### config.mk
export PLATFORM = sky130hd
export DESIGN_NAME = pre_data_read_scheduler
export DESIGN_NICKNAME = d
export VERILOG_FILES = /design/src/rtl/pre_data_read_scheduler.sv
export SDC_FILE = /design/constraint.sdc
export NUM_CORES = 1
export LEC_CHECK = 0
export ABC_AREA = 1
export CAP_MARGIN = 20
export CORE_UTILIZATION = 25
export CTS_CLUSTER_DIAMETER = 150
export CTS_CLUSTER_SIZE = 8
export DETAILED_ROUTE_END_ITERATION = 16
export PLACE_DENSITY_LB_ADDON = 0.05
export SYNTH_ARGS = -nofsm -noshare
export SYNTH_HDL_FRONTEND = slang
export SYNTH_SLANG_ARGS = --single-unit
### constraint.sdc
create_clock -name eth_clk -period 2.2 [get_ports eth_clk]
set_input_delay 0.44 -clock eth_clk [delete_from_list [all_inputs] [get_ports eth_clk]]
set_output_delay 0.44 -clock eth_clk [all_outputs]
set_load 0.01 [all_outputs]
### src/rtl/pre_data_read_scheduler.sv
// Read-side scheduler for pre_data_buffer: pops buffered spectra and streams them as framed packets.
// Optional partial-packet flush timeout is enabled by defining PRE_DATA_SCHED_TIMEOUT_EN.
module pre_data_read_scheduler #(
    parameter int N           = 8,
    parameter int DATA_POINTS = 5,
    parameter int N_SPECS     = 3,
    parameter int PKT_SPECS   = 2,
    parameter int RD_LAT_MAX  = 4,
    parameter int TIMEOUT_CYC = 1024
) (
    input  logic                            eth_clk,
    input  logic                            rst_n,
    input  logic                            enable,
    input  logic signed [N_SPECS:0]         fill_count,
    input  logic                            empty,
    input  logic                            rvalid,
    input  logic [DATA_POINTS-1:0][N:0]     buf_data,
    output logic                            rready,
    output logic [N:0]                      m_tdata,
    output logic                            m_tvalid,
    input  logic                            m_tready,
    output logic                            m_tlast,
    output logic                            busy,
    output logic                            rd_err,
    output logic [15:0]                     pkt_count
);

    localparam int CNT_W  = N_SPECS + 1;
    localparam int WIDX_W = (DATA_POINTS > 1) ? $clog2(DATA_POINTS) : 1;
    localparam int LAT_W  = $clog2(RD_LAT_MAX + 1);

    localparam logic [CNT_W-1:0]  L_PKT     = CNT_W'(PKT_SPECS);
    localparam logic [WIDX_W-1:0] LAST_WORD = WIDX_W'(DATA_POINTS - 1);
    localparam logic [LAT_W-1:0]  LAT_LAST  = LAT_W'(RD_LAT_MAX - 1);

    typedef enum logic [2:0] {
        S_IDLE,
        S_POP,
        S_WAIT,
        S_STREAM,
        S_ABORT
    } state_t;

    state_t                         r_state;
    logic                           r_rready;
    logic [N:0]                     r_tdata;
    logic                           r_tvalid;
    logic                           r_tlast;
    logic                           r_busy;
    logic                           r_rd_err;
    logic [15:0]                    r_pkt_count;
    logic [CNT_W-1:0]               r_target;
    logic [CNT_W-1:0]               r_spec_idx;
    logic [WIDX_W-1:0]              r_word_idx;
    logic [LAT_W-1:0]               r_lat_cnt;
    logic [DATA_POINTS-1:0][N:0]    r_shadow;

    logic [CNT_W-1:0]   w_fill;
    logic               w_thresh;
    logic               w_accept;
    logic               w_word_last;
    logic [WIDX_W-1:0]  w_word_next;
    logic [CNT_W-1:0]   w_spec_next;
    logic               w_spec_last;
    logic               w_to_fire;

    // A negative occupancy is treated as an empty buffer.
    assign w_fill      = fill_count[N_SPECS] ? '0 : fill_count;
    assign w_thresh    = enable && (w_fill >= L_PKT);
    assign w_accept    = r_tvalid && m_tready;
    assign w_word_last = (r_word_idx == LAST_WORD);
    assign w_word_next = r_word_idx + 1'b1;
    assign w_spec_next = r_spec_idx + 1'b1;
    assign w_spec_last = (w_spec_next == r_target);

`ifdef PRE_DATA_SCHED_TIMEOUT_EN
    localparam int TO_W = $clog2(TIMEOUT_CYC + 1);

    logic [TO_W-1:0] r_to_cnt;
    logic            w_to_cond;

    assign w_to_cond = (r_state == S_IDLE) && enable && (w_fill != '0) && (w_fill < L_PKT);
    assign w_to_fire = w_to_cond && (r_to_cnt == TO_W'(TIMEOUT_CYC - 1));

    always_ff @(posedge eth_clk or negedge rst_n) begin
        if (!rst_n) begin
            r_to_cnt <= '0;
        end else if (!w_to_cond || w_to_fire) begin
            r_to_cnt <= '0;
        end else begin
            r_to_cnt <= r_to_cnt + 1'b1;
        end
    end
`else
    logic w_unused_timeout;

    assign w_to_fire        = 1'b0;
    assign w_unused_timeout = (TIMEOUT_CYC != 0);
`endif

    // NOTE: sequential state uses non-blocking assignments so every register samples pre-edge values.
    always_ff @(posedge eth_clk or negedge rst_n) begin
        if (!rst_n) begin
            r_state     <= S_IDLE;
            r_rready    <= 1'b0;
            r_tdata     <= '0;
            r_tvalid    <= 1'b0;
            r_tlast     <= 1'b0;
            r_busy      <= 1'b0;
            r_rd_err    <= 1'b0;
            r_pkt_count <= '0;
            r_target    <= '0;
            r_spec_idx  <= '0;
            r_word_idx  <= '0;
            r_lat_cnt   <= '0;
            // NOTE: the shadow bank is small register storage, so it is cleared with everything else.
            r_shadow    <= '0;
        end else begin
            case (r_state)
                S_IDLE: begin
                    if (w_thresh || w_to_fire) begin
                        r_target   <= w_thresh ? L_PKT : w_fill;
                        r_spec_idx <= '0;
                        r_rready   <= !empty;
                        r_busy     <= 1'b1;
                        r_state    <= S_POP;
                    end
                end

                // We are the only reader, so a non-empty buffer stays non-empty until our own pop.
                S_POP: begin
                    if (r_rready) begin
                        r_rready  <= 1'b0;
                        r_lat_cnt <= '0;
                        r_state   <= S_WAIT;
                    end else begin
                        r_rready <= !empty;
                    end
                end

                S_WAIT: begin
                    if (rvalid) begin
                        r_shadow   <= buf_data;
                        r_word_idx <= '0;
                        r_tdata    <= buf_data[0];
                        r_tvalid   <= 1'b1;
                        r_tlast    <= (LAST_WORD == '0) && w_spec_last;
                        r_state    <= S_STREAM;
                    end else if (r_lat_cnt == LAT_LAST) begin
                        r_rd_err <= 1'b1;
                        if (r_spec_idx != '0) begin
                            r_tdata  <= '0;
                            r_tvalid <= 1'b1;
                            r_tlast  <= 1'b1;
                            r_state  <= S_ABORT;
                        end else begin
                            r_busy  <= 1'b0;
                            r_state <= S_IDLE;
                        end
                    end else begin
                        r_lat_cnt <= r_lat_cnt + 1'b1;
                    end
                end

                S_STREAM: begin
                    if (w_accept) begin
                        if (!w_word_last) begin
                            r_word_idx <= w_word_next;
                            r_tdata    <= r_shadow[w_word_next];
                            r_tlast    <= (w_word_next == LAST_WORD) && w_spec_last;
                        end else begin
                            r_tvalid   <= 1'b0;
                            r_tlast    <= 1'b0;
                            r_spec_idx <= w_spec_next;
                            if (w_spec_last) begin
                                r_pkt_count <= r_pkt_count + 1'b1;
                                r_busy      <= 1'b0;
                                r_state     <= S_IDLE;
                            end else begin
                                r_rready <= !empty;
                                r_state  <= S_POP;
                            end
                        end
                    end
                end

                S_ABORT: begin
                    if (w_accept) begin
                        r_tvalid    <= 1'b0;
                        r_tlast     <= 1'b0;
                        r_pkt_count <= r_pkt_count + 1'b1;
                        r_busy      <= 1'b0;
                        r_state     <= S_IDLE;
                    end
                end

                default: begin
                    r_rready <= 1'b0;
                    r_tvalid <= 1'b0;
                    r_tlast  <= 1'b0;
                    r_busy   <= 1'b0;
                    r_state  <= S_IDLE;
                end
            endcase
        end
    end

    assign rready    = r_rready;
    assign m_tdata   = r_tdata;
    assign m_tvalid  = r_tvalid;
    assign m_tlast   = r_tlast;
    assign busy      = r_busy;
    assign rd_err    = r_rd_err;
    assign pkt_count = r_pkt_count;

endmodule

==> results of run 1 <==
final timing paths:
check / startpoint / cells past startpoint / to
worst max-delay path: r_spec_idx[0] / 11 / pkt_count[2]
max in group asynchronous: rst_n / 3 / pkt_count[12]
worst min register to register: rd_err / 1 / rd_err
worst min-delay path: rd_err / 1 / rd_err
min in group asynchronous: rst_n / 2 / r_target[1]
worst max register to register: r_spec_idx[0] / 11 / pkt_count[2]
through the flow:
step / hold slack [ns] / total power [mW] / std cells / area, sq um / setup WS, ns
2_1_floorplan: 0.1444 / 4.416 / 652 / 4771 / 0.3152
3_3_place_gp: 0.3217 / 5.500 / 961 / 5926 / 0.1742
3_5_place_dp: 0.3258 / 5.537 / 961 / 5926 / 0.1323
4_1_cts: 0.4665 / 7.272 / 978 / 6256 / 0.1683
5_1_grt: 0.4945 / 7.754 / 978 / 6257 / 0.04483
6_report: 0.4604 / 7.130 / 978 / 6257 / 0.2538
worst max-delay path: cells and delay by family, from the launching register on:
family                     cells  cell delay [ns]
buffers and inverters          3             0.16
adders and majority gates      1             0.32
and+or+nand+nor                7             0.93
DFF                            1             0.42
where the power goes:
group	internal [mW]	switching (mW)
combinational	1.11	1.85
sequential	2.19	0.298
clock	0.996	0.676
final cells by class:
| cell class | instances | area, sq um | share of cell area |
|---|---|---|---|
| Timing Repair Buffer | 98 | 980.9 | 0.1568 |
| Tap cell | 234 | 292.8 | 0.04679 |
| Inverter | 55 | 206.4 | 0.03299 |
| Clock buffer | 9 | 225.2 | 0.03599 |
| Sequential cell | 89 | 2228 | 0.3561 |
| Clock inverter | 7 | 95.09 | 0.01520 |
| Multi-Input combinational cell | 486 | 2228 | 0.3561 |
layout by cell type, fill, tap and decap left out, types with 3 or more instances in the layout:
cell	count
nand2_2	6
xor2_1	4
o21ai_0	33
buf_4	12
clkbuf_16	9
inv_1	49
inv_2	5
nand3_1	58
buf_12	3
nand2_1	297
dfrtp_1	88
a21oi_1	12
nor2_1	30
nand4_1	8
nor2_4	3
ha_1	8
clkdlybuf4s50_1	82
xnor2_1	5
o211ai_1	13
state kept, by name (all words and copies together), names as in the netlist:
signal / flops
rd_err: 1
busy: 1
r_state: 3
r_lat_cnt: 3
r_word_idx: 3
r_spec_idx: 4
m_tvalid: 1
rready: 1
r_target: 1
r_shadow: 45
m_tdata: 9
pkt_count: 16
m_tlast: 1
Yosys cell counts:
library cell  count
nand2_1         297
dfrtp_1          89
nand3_1          58
inv_1            49
o21ai_0          33
nor2_1           30
o211ai_1         13
a21oi_1          12
buf_2            11
ha_1              8
nand4_1           8
clkbuf_1          6
nand2_2           6
inv_2             5
xnor2_1           5
xor2_1            4
nor2_4            3
buf_1             2
nor2_2            2
o22ai_1           2
a21o_1            1
buf_4             1
buf_6             1
clkbuf_2          1
clkinv_1          1
nand3_2           1
nand3_4           1
nor2_8            1
o21bai_1          1
layer usage:
metal / vias up / wire length [microns]
li1: 2234 / -
met1: 2041 / 6188
met2: 79 / 6555
met3: 11 / 426
met4: 0 / 148
met5: - / 0
repair_timing:
item	in CTS	in global routing
resized for setup	0	1
hold buffers	1	0
endpoints found under the setup margin	0	12
hold endpoints to repair	13	0
cells by family (layout without fill, tap and decap cells):
group | after synthesis | after routing | share of synthesized area
adders and majority gates | 8 | 8 | 0.02098
buffers and inverters | 77 | 169 | 0.06609
xor gates and xnor gates | 9 | 9 | 0.01652
AOI/OAI and AO/OA | 62 | 62 | 0.07343
and+or+nand+nor | 407 | 407 | 0.3562
DFF | 89 | 89 | 0.4668
==> reports/qor.txt, run 1 <==
Least-Margin Pin Slew = 0.4109 ns
Mapped Cells = 652
Root Buffer = clkbuf_16
setup violators final = 0
Final Hold Violating Endpoints = 0
Port Buffers = 83
fin util = 0.3345
RSZ-0062 raised after global routing = false
crit end category = flip-flop
area grow syn2layout = 31.16%
remaining antenna violation count = 0
first-pass GRT wire length = 22040 microns
Max-cap violations = 0
status = finished, final reports clean
CTS max path bufs = 2
largest net degree at the start of global routing = 41
Syn Std Cell Area = 0.004771 sq mm
leading area contributor after synthesis = dfrtp_1
FF-to-FF setup slack = 0.25 ns
Worst Hold Class = flip-flop to flip-flop
ant diodes = 0
area fraction of the dominant cell type after synthesis = 0.4668
Tcrit/Tclk final = 0.8846
worst path required time = 2.43 ns
H-tree Lvls = 3
number of clock sinks = 89
# fillers = 2016
GRT Total Usage = 0.1430
vias in the first global route = 4338
met1 usage = 0.1758
Avg Inst Size Synth = 7.317 sq um
initial DRC count = 187
vias = 4365
DR WL/cell = 13.62 microns
Slew headroom = 0.7257
pwr dens = 1139 mW/mm^2
largest fanout on the critical path = 16
CP arrival = 2.18 ns
Layout Nets = 802
CP Cell Sequence = inv_1, ha_1, inv_1, nand2_1, inv_1, nor2_1, nand3_1, nand2_1, nand3_4, nand2_1, nand2_1
crit path time final = 1.946 ns
met2 usage = 0.2518
Seq/Total Area, Yosys = 0.4668
Lkg Pwr = 3.078 nW
met3 usage = 0.02462
slowest CP cell = dfrtp_2
TritonCTS clock tree = done
Setup Skew = 0.005793 ns
flops & latches, synth = 89
I/O pin count = 85
synthesis warning total = 0
total grt overflow = 0
FMAX = 0.5138 GHz
die height = 140.1 microns
critical path's largest stage delay = 0.42 ns
Placer Congestion = 0.8459
Die ar. = 0.01964 sq mm
Initial Util = 0.2551
worst-skew pair later-pin latency = 0.34 ns
total CTS buffers = 9
setup TNS = 0 ns
fraction of layout cells with a size suffix above 1 = 0.06855
Clock Pin Slew Worst Setup and Hold Paths = 0.07 ns
top area cells in the synthesized netlist = dfrtp_1 47%, nand2_1 23%, nand3_1 6.1%
Distinct cells, synth = 29
core area = 0.01871 sq mm
Vias/cell = 4.463
FP Rows = 50
initial antenna violation count = 0
Pins Over Slew Limit = 0
dpl hpwl = 9819 microns
DIE WIDTH = 140.1 microns
Startpoint Class = flip-flop
worst setup path category = flip-flop to flip-flop
post-CTS setup repair buffer count = 0
Post-Syn Nets = 715
DRT Wirelength = 13320 microns
Detailed Routing Iterations Pass 1 = 7
grt peak-use layer = met2
Worst path most repeated cell = nand2_1
Residual DRC = 0
worst vdd ir = 504.0 uV
Note: power is estimated with default switching activity, not from simulation.
==> run 2, diff against run 1 <==
CORE_MARGIN = 2   (was unset)
==> run 2 against run 1 <==
  * Combinational power barely moved
  * Core utilization fell by 0.21 points
  * Clock power fell by 6%
  * Largest power group unchanged
  * Highest routed layer unchanged
==> reports/qor.txt, run 2 (synthesis gave the netlist of run 1 again) <==
FP Rows = 50 (unchanged)
vias = 4341 (was 4365)
first-pass GRT wire length = 21980 microns (was 22040 microns)
Setup Skew = 0.01011 ns (was 0.005793 ns)
leading cell type in the layout, fill and taps excluded = nand2_1 (unchanged)
dpl hpwl = 9795 microns (was 9819 microns)
Detailed Routing Iterations Pass 1 = 4 (was 7)
remaining antenna violation count = 0 (unchanged)
cts hold-fix bufs = 0 (was 1)
setup violators final = 0 (unchanged)
CP arrival = 2.16 ns (was 2.18 ns)
worst setup path category = flip-flop to flip-flop (unchanged)
Clock Pin Slew Worst Setup and Hold Paths = 0.07 ns (about the same)
Layout Nets = 801 (was 802)
DR WL/cell = 13.77 microns (was 13.62 microns)
Initial Util = 0.2551 (unchanged)
Max-cap violations = 0 (unchanged)
Sequential Area = 0.002228 sq mm (unchanged)
worst path required time = 2.44 ns (was 2.43 ns)
number of flip-flops in the largest register = 45 (unchanged)
ant diodes = 0 (unchanged)
# fillers = 2034 (was 2016)
number of clock sinks = 89 (unchanged)
largest fanout on the critical path = 16 (unchanged)
core area = 0.01871 sq mm (unchanged)
Placer Congestion = 0.8016 (was 0.8459)
Least-Margin Pin Slew = 0.5305 ns (was 0.4109 ns)
crit end category = flip-flop (unchanged)
Residual DRC = 0 (unchanged)
Vias/cell = 4.448 (was 4.463)
Tcrit/Tclk final = 0.8727 (was 0.8846)
initial antenna violation count = 0 (unchanged)
die height = 142.1 microns (was 140.1 microns)
area grow syn2layout = 30.34% (was 31.16%)
DRT Wirelength = 13440 microns (was 13320 microns)
DIE WIDTH = 142.1 microns (was 140.1 microns)
I/O pin count = 85 (unchanged)
Port Buffers = 83 (unchanged)
Die ar. = 0.02020 sq mm (was 0.01964 sq mm)
largest net degree at the start of global routing = 39 (was 41)
Final Hold Slack = 0.07519 ns (was 0.4604 ns)
FMAX = 0.5208 GHz (was 0.5138 GHz)
fraction of layout cells with a size suffix above 1 = 0.06739 (was 0.06855)
Worst Hold Class = input port to async pin (was flip-flop to flip-flop)
initial DRC count = 174 (was 187)
CTS max path bufs = 2 (unchanged)
Startpoint Class = flip-flop (unchanged)
reg2reg path depth = 11 (unchanged)
GRT Total Usage = 0.1383 (was 0.1430)
Slew headroom = 0.6463 (was 0.7257)
dpl ws = 0.1154 ns (was 0.1323 ns)
worst-skew pair later-pin latency = 0.35 ns (was 0.34 ns)
total CTS buffers = 9 (unchanged)
area occupied by multi-input gates = 0.002228 sq mm (unchanged)
PnR worst setup slack = 0.2800 ns (was 0.2538 ns)
TritonCTS clock tree = done (unchanged)
Lkg Pwr = 3.064 nW (was 3.078 nW)
setup TNS = 0 ns (unchanged)
Root Buffer = clkbuf_16 (unchanged)
Pins Over Slew Limit = 0 (unchanged)
pwr dens = 1129 mW/mm^2 (was 1139 mW/mm^2)
H-tree Lvls = 3 (unchanged)
RSZ-0062 raised after global routing = false (unchanged)
largest reg by FF count = r_shadow (unchanged)
Final Hold Violating Endpoints = 0 (unchanged)
vias in the first global route = 4346 (was 4338)
crit path time final = 1.920 ns (was 1.946 ns)
status = finished, final reports clean (unchanged)
most frequent cells in the layout = 297 x nand2_1, 88 x dfrtp_1, 82 x clkdlybuf4s50_1 (unchanged)
worst vdd ir = 542.8 uV (was 504.0 uV)
total grt overflow = 0 (unchanged)
run 2: report_power, final:
part | switching, mW | total, mW | internal, mW
clock network | 0.689 | 1.57 | 0.881
logic | 1.86 | 2.97 | 1.11
registers | 0.292 | 2.48 | 2.19
run 2: layout make-up:
type | count | share of cell area
Multi-Input combinational cell | 486 | 0.3584
Tap cell | 234 | 0.04708
Sequential cell | 89 | 0.3584
Inverter | 55 | 0.03320
Clock inverter | 6 | 0.01066
Clock buffer | 9 | 0.03622
Timing Repair Buffer | 97 | 0.1561
run 2: worst paths after layout:
check	startpoint	endpoint	slack [ns]
worst min-delay path	rst_n	r_shadow[14]	0.08
worst min register to register	rd_err	rd_err	0.46
worst max-delay path	r_spec_idx[0]	pkt_count[15]	0.28
worst max register to register	r_spec_idx[0]	pkt_count[15]	0.28
min in group eth_clk	rd_err	rd_err	0.46
max in group asynchronous	rst_n	r_word_idx[2]	1.51
run 2: per-layer routing:
| metal | track usage | wire length, microns |
|---|---|---|
| met4 | 0.03263 | 139 |
| met2 | 0.2459 | 6637 |
| met3 | 0.03297 | 596 |
| met5 | 0 | 0 |
| met1 | 0.1690 | 6068 |
run 2: critical path: stages (launching register included):
cell,delay (ns)
dfrtp_2,0.42
inv_1,0.08
ha_1,0.33
inv_1,0.05
nand2_1,0.07
inv_1,0.04
nor2_1,0.10
nand3_1,0.14
nand2_1,0.20
nand3_4,0.22
nand2_1,0.12
nand2_1,0.06
run 2: metrics by stage:
stage                     std cells  power (mW)  cell area, sq um  utilization
after floorplan                 652       4.416              4771            -
after global placement          961       5.505              5926       0.3168
after detailed placement        961       5.533              5926       0.3168
after CTS                       976       7.157              6217       0.3324
after global routing            976       7.653              6218       0.3324
final                           976       7.021              6218       0.3324
run 2: repair_timing:
action                                  in CTS  in global routing
setup buffers                                0                  0
endpoints found under the setup margin       0                  6
resized for setup                            0                  1
==> run 3, diff against run 2 <==
DONT_BUFFER_PORTS = 1   (was unset)
==> run 3 against run 2 <==
  * The run now ends with hold timing left
  * Critical path depth did not move
  * Clock-buffer cell count rose by 1
  * Register-to-register slack got worse by 0.03 ns
  * Die area did not move
  * Routed wire length fell by 1.8%
  * Non-clock buffer count fell by 87
  * Sequential power rose by 2%
  * Final area fell by 14%
  * Sequential share of layout area rose by 5.9 points
  * Flip-flop and latch count did not move
  * Via count fell by 7.0%
  * Critical path type unchanged
  * Highest routed layer unchanged
==> reports/qor.txt, run 3 (synthesis gave the netlist of run 1 again) <==
largest fanout on the critical path = 16 (unchanged)
worst-skew pair later-pin latency = 0.34 ns (was 0.35 ns)
crit path time final = 1.948 ns (was 1.920 ns)
Layout Nets = 714 (was 801)
first-pass GRT wire length = 21580 microns (was 21980 microns)
Vias/cell = 4.540 (was 4.448)
most frequent cells in the layout = 297 x nand2_1, 89 x dfrtp_1, 58 x nand3_1 (was 297 x nand2_1, 88 x dfrtp_1, 82 x clkdlybuf4s50_1)
ant diodes = 0 (unchanged)
leading cell type in the layout, fill and taps excluded = nand2_1 (unchanged)
CTS max path bufs = 2 (unchanged)
Initial Util = 0.2551 (unchanged)
crit end category = flip-flop (unchanged)
number of flip-flops in the largest register = 45 (unchanged)
Clock Pin Slew Worst Setup and Hold Paths = 0.07 ns (about the same)
DRT Wirelength = 13200 microns (was 13440 microns)
post-cts repair resize count = 0 (unchanged)
GRT Total Usage = 0.1384 (was 0.1383)
initial antenna violation count = 0 (unchanged)
Final Hold Violating Endpoints = 89 (was 0)
remaining antenna violation count = 0 (unchanged)
Detailed Routing Iterations Pass 1 = 5 (was 4)
pwr dens = 1255 mW/mm^2 (was 1129 mW/mm^2)
Placer Congestion = 0.7684 (was 0.8016)
FF-to-FF setup slack = 0.25 ns (was 0.28 ns)
dpl hpwl = 9439 microns (was 9795 microns)
I/O pin count = 85 (unchanged)
Setup Skew = 0.004609 ns (was 0.01011 ns)
total CTS buffers = 9 (unchanged)
Least-Margin Pin Slew = 0.4154 ns (was 0.5305 ns)
Max-cap violations = 0 (unchanged)
DR WL/cell = 14.85 microns (was 13.77 microns)
FP Rows = 50 (unchanged)
die height = 142.1 microns (unchanged)
status = complete, but fails checks (was finished, final reports clean)
largest reg by FF count = r_shadow (unchanged)
Die ar. = 0.02020 sq mm (unchanged)
Final Hold Slack = -0.2112 ns (was 0.07519 ns)
core area = 0.01871 sq mm (unchanged)
setup TNS = 0 ns (unchanged)
initial DRC count = 245 (was 174)
Tcrit/Tclk final = 0.8854 (was 0.8727)
H-tree Lvls = 3 (unchanged)
DIE WIDTH = 142.1 microns (unchanged)
vias = 4036 (was 4341)
RSZ-0062 raised after global routing = false (unchanged)
largest net degree at the start of global routing = 90 (was 39)
Root Buffer = clkbuf_16 (unchanged)
Startpoint Class = flip-flop (unchanged)
Worst Hold Class = input port to async pin (unchanged)
FMAX = 0.5134 GHz (was 0.5208 GHz)
total grt overflow = 0 (unchanged)
Residual DRC = 0 (unchanged)
worst vdd ir = 409.9 uV (was 542.8 uV)
Pins Over Slew Limit = 0 (unchanged)
CP arrival = 2.18 ns (was 2.16 ns)
worst setup path category = flip-flop to flip-flop (unchanged)
Slew headroom = 0.7227 (was 0.6463)
TritonCTS clock tree = done (unchanged)
vias in the first global route = 4051 (was 4346)
post-CTS setup repair buffer count = 0 (unchanged)
Lkg Pwr = 2.721 nW (was 3.064 nW)
area grow syn2layout = 11.78% (was 30.34%)
setup violators final = 0 (unchanged)
number of clock sinks = 89 (unchanged)
Port Buffers = 0 (was 83)
worst path required time = 2.44 ns (about the same)
fraction of layout cells with a size suffix above 1 = 0.06718 (was 0.06739)
failing checks = hold timing
[run 3: cell count changes in the layout (fill, tap and decap cells not counted), moves of 2 or more]
cell,previous run,this run
buf_12,3,0
clkinv_2,2,0
buf_4,12,10
clkdlybuf4s50_1,82,0
[run 3: stage by stage]
step                      setup WS, ns  cell area [sq um]  instances  utilization  power, mW
after floorplan                 0.3152               4771        652            -      4.416
after global placement          0.2344               5030        874       0.2689      5.189
after detailed placement        0.2285               5030        874       0.2689      5.198
after CTS                       0.2234               5333        889       0.2851      6.867
after global routing           0.03384               5333        889       0.2851      7.337
final                           0.2522               5333        889       0.2851      6.695
[run 3: metal layers]
layer	up-vias	track usage	wire length (microns)	share of wire
met1	1878	0.1634	5774	0.44
met5	-	0	0	0
met2	91	0.2454	6547	0.50
met4	0	0.02684	94	0.0071
li1	2062	-	-	-
met3	5	0.04677	786	0.060
[run 3: worst paths after layout]
path | endpoint | startpoint | depth (start not counted)
setup / recovery | pkt_count[13] | r_spec_idx[0] | 11
hold / removal | r_spec_idx[2] | rst_n | 0
setup reg to reg | pkt_count[13] | r_spec_idx[0] | 11
hold reg to reg | r_lat_cnt[1] | r_lat_cnt[1] | 2
max in group asynchronous | r_shadow[41] | rst_n | 0
min in group eth_clk | r_shadow[28] | buf_data[28] | 2
[run 3: area by class of cell]
class | count | area (sq um)
Sequential cell | 89 | 2227
Multi-Input combinational cell | 486 | 2228
Inverter | 55 | 206.4
Tap cell | 234 | 292.8
Timing Repair Buffer | 10 | 75.07
Clock buffer | 10 | 239.0
Fill cell | 2050 | 13370
Clock inverter | 5 | 63.81
[run 3: where the power goes]
group	switching, mW	leakage, nW	total [mW]	internal (mW)
Sequential	0.339	1.15	2.53	2.19
Clock	0.700	0.146	1.62	0.917
Combinational	1.71	1.42	2.55	0.842
[run 3: critical path, stage by stage (launching register included)]
cell and delay, ns:
dfrtp_1 0.45, inv_1 0.09, ha_1 0.33, inv_1 0.05, nand2_1 0.07, inv_1 0.04
nor2_1 0.09, nand3_1 0.12, nand2_1 0.19, nand3_4 0.23, nand2_1 0.12, nand2_1 0.05
